--- config.mk ---
export PLATFORM = sky130hd
export DESIGN_NAME = jtag_mem_loader_flat
export DESIGN_NICKNAME = d
export VERILOG_FILES = /design/src/rtl/jtag_mem_loader_if.sv /design/src/rtl/jtag_mem_loader.sv /design/src/flat_wrapper.sv
export SDC_FILE = /design/constraint.sdc
export NUM_CORES = 1
export LEC_CHECK = 0
export ABC_AREA = 1
export CORE_ASPECT_RATIO = 0.5
export CORE_MARGIN = 2
export CORE_UTILIZATION = 38
export CTS_BUF_LIST = sky130_fd_sc_hd__clkbuf_4 sky130_fd_sc_hd__clkbuf_8
export CTS_CLUSTER_SIZE = 16
export DETAILED_ROUTE_END_ITERATION = 8
export GPL_ROUTABILITY_DRIVEN = 0
export PLACE_DENSITY = 0.78
export SETUP_SLACK_MARGIN = 0.4
export SYNTH_ARGS = -nofsm -noshare
export SYNTH_HDL_FRONTEND = slang
export SYNTH_SLANG_ARGS = --single-unit
--- constraint.sdc ---
create_clock -name clk -period 1.5 [get_ports clk]
set_input_delay 0.225 -clock clk [delete_from_list [all_inputs] [get_ports clk]]
set_output_delay 0.225 -clock clk [all_outputs]
set_load 0.005 [all_outputs]
--- src/rtl/jtag_mem_loader_if.sv ---
// Load-stream and memory-write-port bundle between the loader and its neighbours.
// master: loader side (consumes Jen/Jin, drives echo, write port and status).
// slave : stream source / memory / core side (drives Jen/Jin, observes the rest).
interface jtag_mem_loader_if #(
   parameter int WIDTH = 32,
   parameter int AW    = 9
);
   logic             Jen;        // load enable, one word per cycle while high
   logic [WIDTH-1:0] Jin;        // load word
   logic [WIDTH-1:0] Jout;       // registered echo of the last accepted word
   logic             dmem_we;    // data-memory write strobe
   logic             imem_we;    // instruction-memory write strobe
   logic [AW-1:0]    mem_addr;   // shared write address
   logic [WIDTH-1:0] mem_wdata;  // shared write data
   logic             cpu_hold;   // core idle while high
   logic             load_done;  // all words written
   logic             load_ovf;   // sticky: word offered after completion

   modport master (
      input  Jen, Jin,
      output Jout, dmem_we, imem_we, mem_addr, mem_wdata,
             cpu_hold, load_done, load_ovf
   );

   modport slave (
      output Jen, Jin,
      input  Jout, dmem_we, imem_we, mem_addr, mem_wdata,
             cpu_hold, load_done, load_ovf
   );
endinterface

--- src/rtl/jtag_mem_loader.sv ---
// Purpose : fills data memory then instruction memory (2*DEPTH words, highest
//           address first in each region) from the Jen/Jin stream, holding the core meanwhile.
// Latency : write port registered, strobe/addr/data appear 1 cycle after the accepting edge.
// Backpressure: none; Jen=0 simply pauses the load, words offered after completion set load_ovf.
// Ports   : clk, rst (sync, active-high); bus (jtag_mem_loader_if.master) carries
//           Jen/Jin in, Jout echo, dmem_we/imem_we/mem_addr/mem_wdata, cpu_hold/load_done/load_ovf.
module jtag_mem_loader #(
   parameter int WIDTH = 32,
   parameter int DEPTH = 512,
   parameter int AW    = 9
) (
   input  logic                  clk,
   input  logic                  rst,
   jtag_mem_loader_if.master     bus
);

   typedef enum logic [1:0] {
      IDLE = 2'd0,
      LOAD = 2'd1,
      DONE = 2'd2
   } state_t;

   // One bit wider than the word index so the terminal count 2*DEPTH is
   // representable and the counter can rest there instead of wrapping.
   localparam int CW = AW + 2;
   localparam logic [CW-1:0] LAST_IDX = CW'(2 * DEPTH - 1);
   localparam logic [CW-1:0] ONE      = CW'(1);

   state_t        state, state_nx;
   logic [CW-1:0] cnt, cnt_nx;
   logic          accept;

   // ---------------- state register ----------------
   always_ff @(posedge clk) begin
      if (rst) begin
         state <= IDLE;
         cnt   <= '0;
      end else begin
         state <= state_nx;
         cnt   <= cnt_nx;
      end
   end

   // ---------------- next-state logic ----------------
   always_comb begin
      accept   = bus.Jen && (state != DONE);
      state_nx = state;
      cnt_nx   = cnt;
      case (state)
         IDLE: begin
            if (accept) begin
               state_nx = LOAD;
               cnt_nx   = cnt + ONE;
            end
         end
         LOAD: begin
            if (accept) begin
               cnt_nx = cnt + ONE;
               if (cnt == LAST_IDX) begin
                  state_nx = DONE;
               end
            end
         end
         DONE: begin
            state_nx = DONE;
         end
         default: begin
            state_nx = IDLE;
            cnt_nx   = '0;
         end
      endcase
   end

   // ---------------- status outputs (decoded from registered state) ----------------
   always_comb begin
      bus.cpu_hold  = (state == LOAD);
      bus.load_done = (state == DONE);
   end

   // ---------------- registered write port and echo ----------------
   // Region comes from bit AW of the index; the address is the inverted low
   // bits so index 0 lands at DEPTH-1 and index DEPTH-1 at 0.
   always_ff @(posedge clk) begin
      if (rst) begin
         bus.Jout      <= '0;
         bus.dmem_we   <= 1'b0;
         bus.imem_we   <= 1'b0;
         bus.mem_addr  <= '0;
         bus.mem_wdata <= '0;
         bus.load_ovf  <= 1'b0;
      end else begin
         bus.dmem_we <= 1'b0;
         bus.imem_we <= 1'b0;
         if (accept) begin
            bus.Jout      <= bus.Jin;
            bus.mem_wdata <= bus.Jin;
            bus.mem_addr  <= ~cnt[AW-1:0];
            bus.dmem_we   <= ~cnt[AW];
            bus.imem_we   <= cnt[AW];
         end
         if ((state == DONE) && bus.Jen) begin
            bus.load_ovf <= 1'b1;
         end
      end
   end

endmodule

--- src/flat_wrapper.sv ---
// flat-port wrapper written by rule: the top's interface ports become plain ports
module jtag_mem_loader_flat 
#(
   parameter int WIDTH = 32,
   parameter int DEPTH = 512,
   parameter int AW    = 9
)
  (clk, rst, bus_Jen, bus_Jin, bus_Jout, bus_dmem_we, bus_imem_we, bus_mem_addr, bus_mem_wdata, bus_cpu_hold, bus_load_done, bus_load_ovf);
  jtag_mem_loader_if #(.WIDTH(WIDTH), .AW(AW)) bus_i ();
  input  logic clk;
  input  logic rst;
  input wire logic [$bits(bus_i.Jen)-1:0] bus_Jen;
  input wire logic [$bits(bus_i.Jin)-1:0] bus_Jin;
  output wire logic [$bits(bus_i.Jout)-1:0] bus_Jout;
  output wire logic [$bits(bus_i.dmem_we)-1:0] bus_dmem_we;
  output wire logic [$bits(bus_i.imem_we)-1:0] bus_imem_we;
  output wire logic [$bits(bus_i.mem_addr)-1:0] bus_mem_addr;
  output wire logic [$bits(bus_i.mem_wdata)-1:0] bus_mem_wdata;
  output wire logic [$bits(bus_i.cpu_hold)-1:0] bus_cpu_hold;
  output wire logic [$bits(bus_i.load_done)-1:0] bus_load_done;
  output wire logic [$bits(bus_i.load_ovf)-1:0] bus_load_ovf;
  assign bus_i.Jen = bus_Jen;
  assign bus_i.Jin = bus_Jin;
  assign bus_Jout = bus_i.Jout;
  assign bus_dmem_we = bus_i.dmem_we;
  assign bus_imem_we = bus_i.imem_we;
  assign bus_mem_addr = bus_i.mem_addr;
  assign bus_mem_wdata = bus_i.mem_wdata;
  assign bus_cpu_hold = bus_i.cpu_hold;
  assign bus_load_done = bus_i.load_done;
  assign bus_load_ovf = bus_i.load_ovf;
  jtag_mem_loader #(.WIDTH(WIDTH), .DEPTH(DEPTH), .AW(AW)) u_core (.clk(clk), .rst(rst), .bus(bus_i));
endmodule
==> results.md <==
* Worst Path Buf+Inv at 3
* DRT iter0 DRCs at 111
* Distinct cell type count after synthesis at 24
* CP top delay family: simple AND/OR/NAND/NOR gates
* TritonCTS Buffers at 9
* Synth Instances at 308
* Worst Hold Class: reg -> reg
* WP data arrival at 1.61 ns
* CP most frequent cell: nand2_2
* CP Launch Type: register
* Synth Warn # at 0
* Clock-pin slew on the worst setup and hold paths at 0.06 ns
* Worst VDD drop at 0.8096 mV
* RSZ-0062 raised after global routing: true
* Clock Tree Root: clkbuf_8
* Clock network power share at 0.234
* Int Pwr at 0.003675 W
* Setup crit end kind: register
* Final Max Tran Viols at 0
* Crit-path cells: inv_4 -> buf_6 -> ha_4 -> nor2_4 -> inv_2 -> nand2_2 -> nand2_4 -> nand2_2 -> nand2_1 -> nor2_1
* Sequential power share at 0.375
* DRC at 0
* Vias at 2359
* Total congestion overflow at 0
* Vias in the first global route at 2253
* Layout filler cell count at 505
* Post-synthesis sequential area ratio at 0.4701
* Critical Path Max Stage Delay at 0.38 ns
* Min Tclk post-route at 1.347 ns
* Crit Path Max Fanout at 4
* PnR Total Power at 0.005408 W
* Yosys reg bits at 57
* CTS Hold Bufs at 0
* Initial antenna violation count at 0
* Average size of a mapped cell at 7.881 µm²
* Die Ht at 60.52 µm
* Leak Pwr at 1.699 nW
* I/O Buffers at 112
* Die area at 7082 µm²
* MaxCap Viol Count at 0
* Switching Share at 0.3203
* CTS Sinks at 57
* Worst slew pin tran at 0.2404 ns
* DP Wirelength at 4398 µm
* H-tree Lvls at 3
* Period utilization at 0.8983
* Die X at 117.0 µm
* DR pass1 iterations at 4
* Largest net degree at the start of global routing at 45
* Max Fclk at 0.7421 GHz
* Final hold viol count at 0
* Layout cells sized above 1 at 0.5321
* Layout area overhead at 58.30%
* FP Rows at 20
* Synth Net Count at 347
* IO Pins at 113
* Final Non-Filler Cells at 509
* Initial Utilization at 0.3959
* Antenna Cells at 0
* Core area at 6131 µm²
* Post-Route WL at 7083 µm
* CP required at 1.76 ns
* CTS tree: done
* Placed Cells at 473
* Routed length per instance at 13.92 µm
* First-pass GRT wire length at 9770 µm
* Clock Path Buffers at 2
* Slew headroom at 0.8395
* Final net count at 457
* Cell area after synthesis at 2427 µm²
* Status: complete, no violations
* Post-route clock skew at 0.005462 ns
* Crit path max-delay cell type: dfxtp_4
* Crit Path Class: reg -> reg
* Logic gate share of total power at 0.391
* Final setup fails at 0
* Gr usage total at 0.1781
* Post-DRT Antenna Nets at 0
* PwrDens at 1407 nW/µm²
* Worst skew pair latency at 0.33 ns
* Routed vias/inst at 4.635
* P_sw at 0.001732 W
==> synth_stat cells <==
master,n,area share
nor2_1,81,0.13
dfxtp_1,57,0.47
o21ai_0,39,0.080
buf_4,35,0.11
nand2_1,20,0.031
inv_1,15,0.023
a21oi_1,12,0.025
o21ai_1,9,0.019
a21oi_2,7,0.025
nand3_1,7,0.014
clkbuf_1,5,0.0077
buf_6,4,0.019
ha_1,4,0.021
nand2_2,2,0.0052
nand4_1,2,0.0052
a31oi_1,1,0.0026
and2_1,1,0.0026
buf_2,1,0.0021
clkbuf_2,1,0.0021
clkinv_2,1,0.0021
nor2_2,1,0.0026
nor3_1,1,0.0021
nor3b_1,1,0.0031
or2_1,1,0.0026
==> sequential cells by signal, indices dropped and copies added, names as in the netlist <==
signal	count
u_core.bus.mem_addr	9
u_core.bus.dmem_we	1
u_core.state	2
u_core.bus.mem_wdata	32
u_core.cnt	11
u_core.bus.load_ovf	1
u_core.bus.imem_we	1
==> routing by layer <==
layer	part of all wire	GRT usage	vias up
met5	0	0	-
met4	0.0086	0.04706	0
met3	0.043	0.06394	7
met2	0.54	0.3501	47
met1	0.41	0.1847	1122
li1	-	-	1183
==> worst paths after layout <==
path	startpoint	end	slack, ns	cells past startpoint
max	u_core.state[1]	u_core.state[1]	0.15	10
min	u_core.cnt[0]	u_core.bus.mem_addr[0]	0.48	1
max reg2reg	u_core.state[1]	u_core.state[1]	0.15	10
min reg2reg	u_core.cnt[0]	u_core.bus.mem_addr[0]	0.48	1
==> kinds of logic after synthesis <==
logic type | share of synthesized area
fa+ha+maj | 0.02062
compound gates | 0.1515
buf+inv | 0.1639
simple gates | 0.1938
flops | 0.4701
==> layout by cell type (no fill, tap or decap), types with 2 or more instances in the layout <==
| cell | synthesis | routed |
|---|---|---|
| buf_16 | 0 | 2 |
| dfxtp_4 | 0 | 3 |
| clkbuf_2 | 1 | 21 |
| inv_1 | 15 | 12 |
| ha_4 | 0 | 4 |
| buf_6 | 4 | 13 |
| nand2_1 | 20 | 11 |
| nand4_1 | 2 | 2 |
| a21oi_2 | 7 | 9 |
| nand2_2 | 2 | 8 |
| inv_4 | 0 | 2 |
| o21ai_2 | 0 | 12 |
| buf_2 | 1 | 50 |
| nor2_2 | 1 | 2 |
| buf_4 | 35 | 17 |
| o21ai_0 | 39 | 2 |
| dfxtp_1 | 57 | 11 |
| clkbuf_4 | 0 | 3 |
| dfxtp_2 | 0 | 43 |
| nand2_4 | 0 | 2 |
| buf_12 | 0 | 3 |
| clkdlybuf4s50_1 | 0 | 34 |
| nor2_1 | 81 | 76 |
| nor2_4 | 0 | 4 |
| a21oi_1 | 12 | 9 |
| nand3_1 | 7 | 4 |
| clkdlybuf4s15_2 | 0 | 2 |
| o21ai_1 | 9 | 34 |
| nand3_2 | 0 | 2 |
| clkbuf_8 | 0 | 11 |
==> timing repair <==
action / CTS / global route
setup endpoints to repair: 133 / 98
gates resized for setup: 315 / 94
cloned: 2 / 2
pin swaps: 5 / 16
setup buffers: 13 / 5
==> metrics by stage <==
stage | setup slack [ns] | instance area, µm² | setup TNS (ns) | utilization | hold WS [ns]
5_1_grt | 0.07887 | 3842 | 0 | 0.6267 | 0.4939
4_1_cts | 0.1622 | 3769 | 0 | 0.6147 | 0.4622
2_1_floorplan | 0.2179 | 2497 | 0 | - | 0.2941
6_report | 0.1525 | 3842 | 0 | 0.6267 | 0.4768
3_3_place_gp | -0.1297 | 3498 | -3.911 | 0.5706 | 0.4480
3_5_place_dp | -0.1765 | 3498 | -5.467 | 0.5706 | 0.4556
==> layout make-up <==
type                    count  area (µm²)  area share
inverters                  16       77.57     0.02019
repair buffers            145        1157      0.3012
multi-input cells         189        1117      0.2908
clock buffers              14       173.9     0.04526
flip-flops and latches     57        1206      0.3139
well taps                  88       110.1     0.02866
==> power by group through the flow <==
| stage | clock (W) | combinational, W | sequential (W) |
|---|---|---|---|
| floorplan | 0 | 0.000982 | 0.00199 |
| finish | 0.00126 | 0.00212 | 0.00203 |
| CTS | 0.00130 | 0.00183 | 0.00201 |
| detailed placement | 0 | 0.00182 | 0.00200 |
| global route | 0.00137 | 0.00230 | 0.00206 |
| global placement | 0 | 0.00177 | 0.00198 |
No activity file was read; power rests on OpenSTA's default activity.
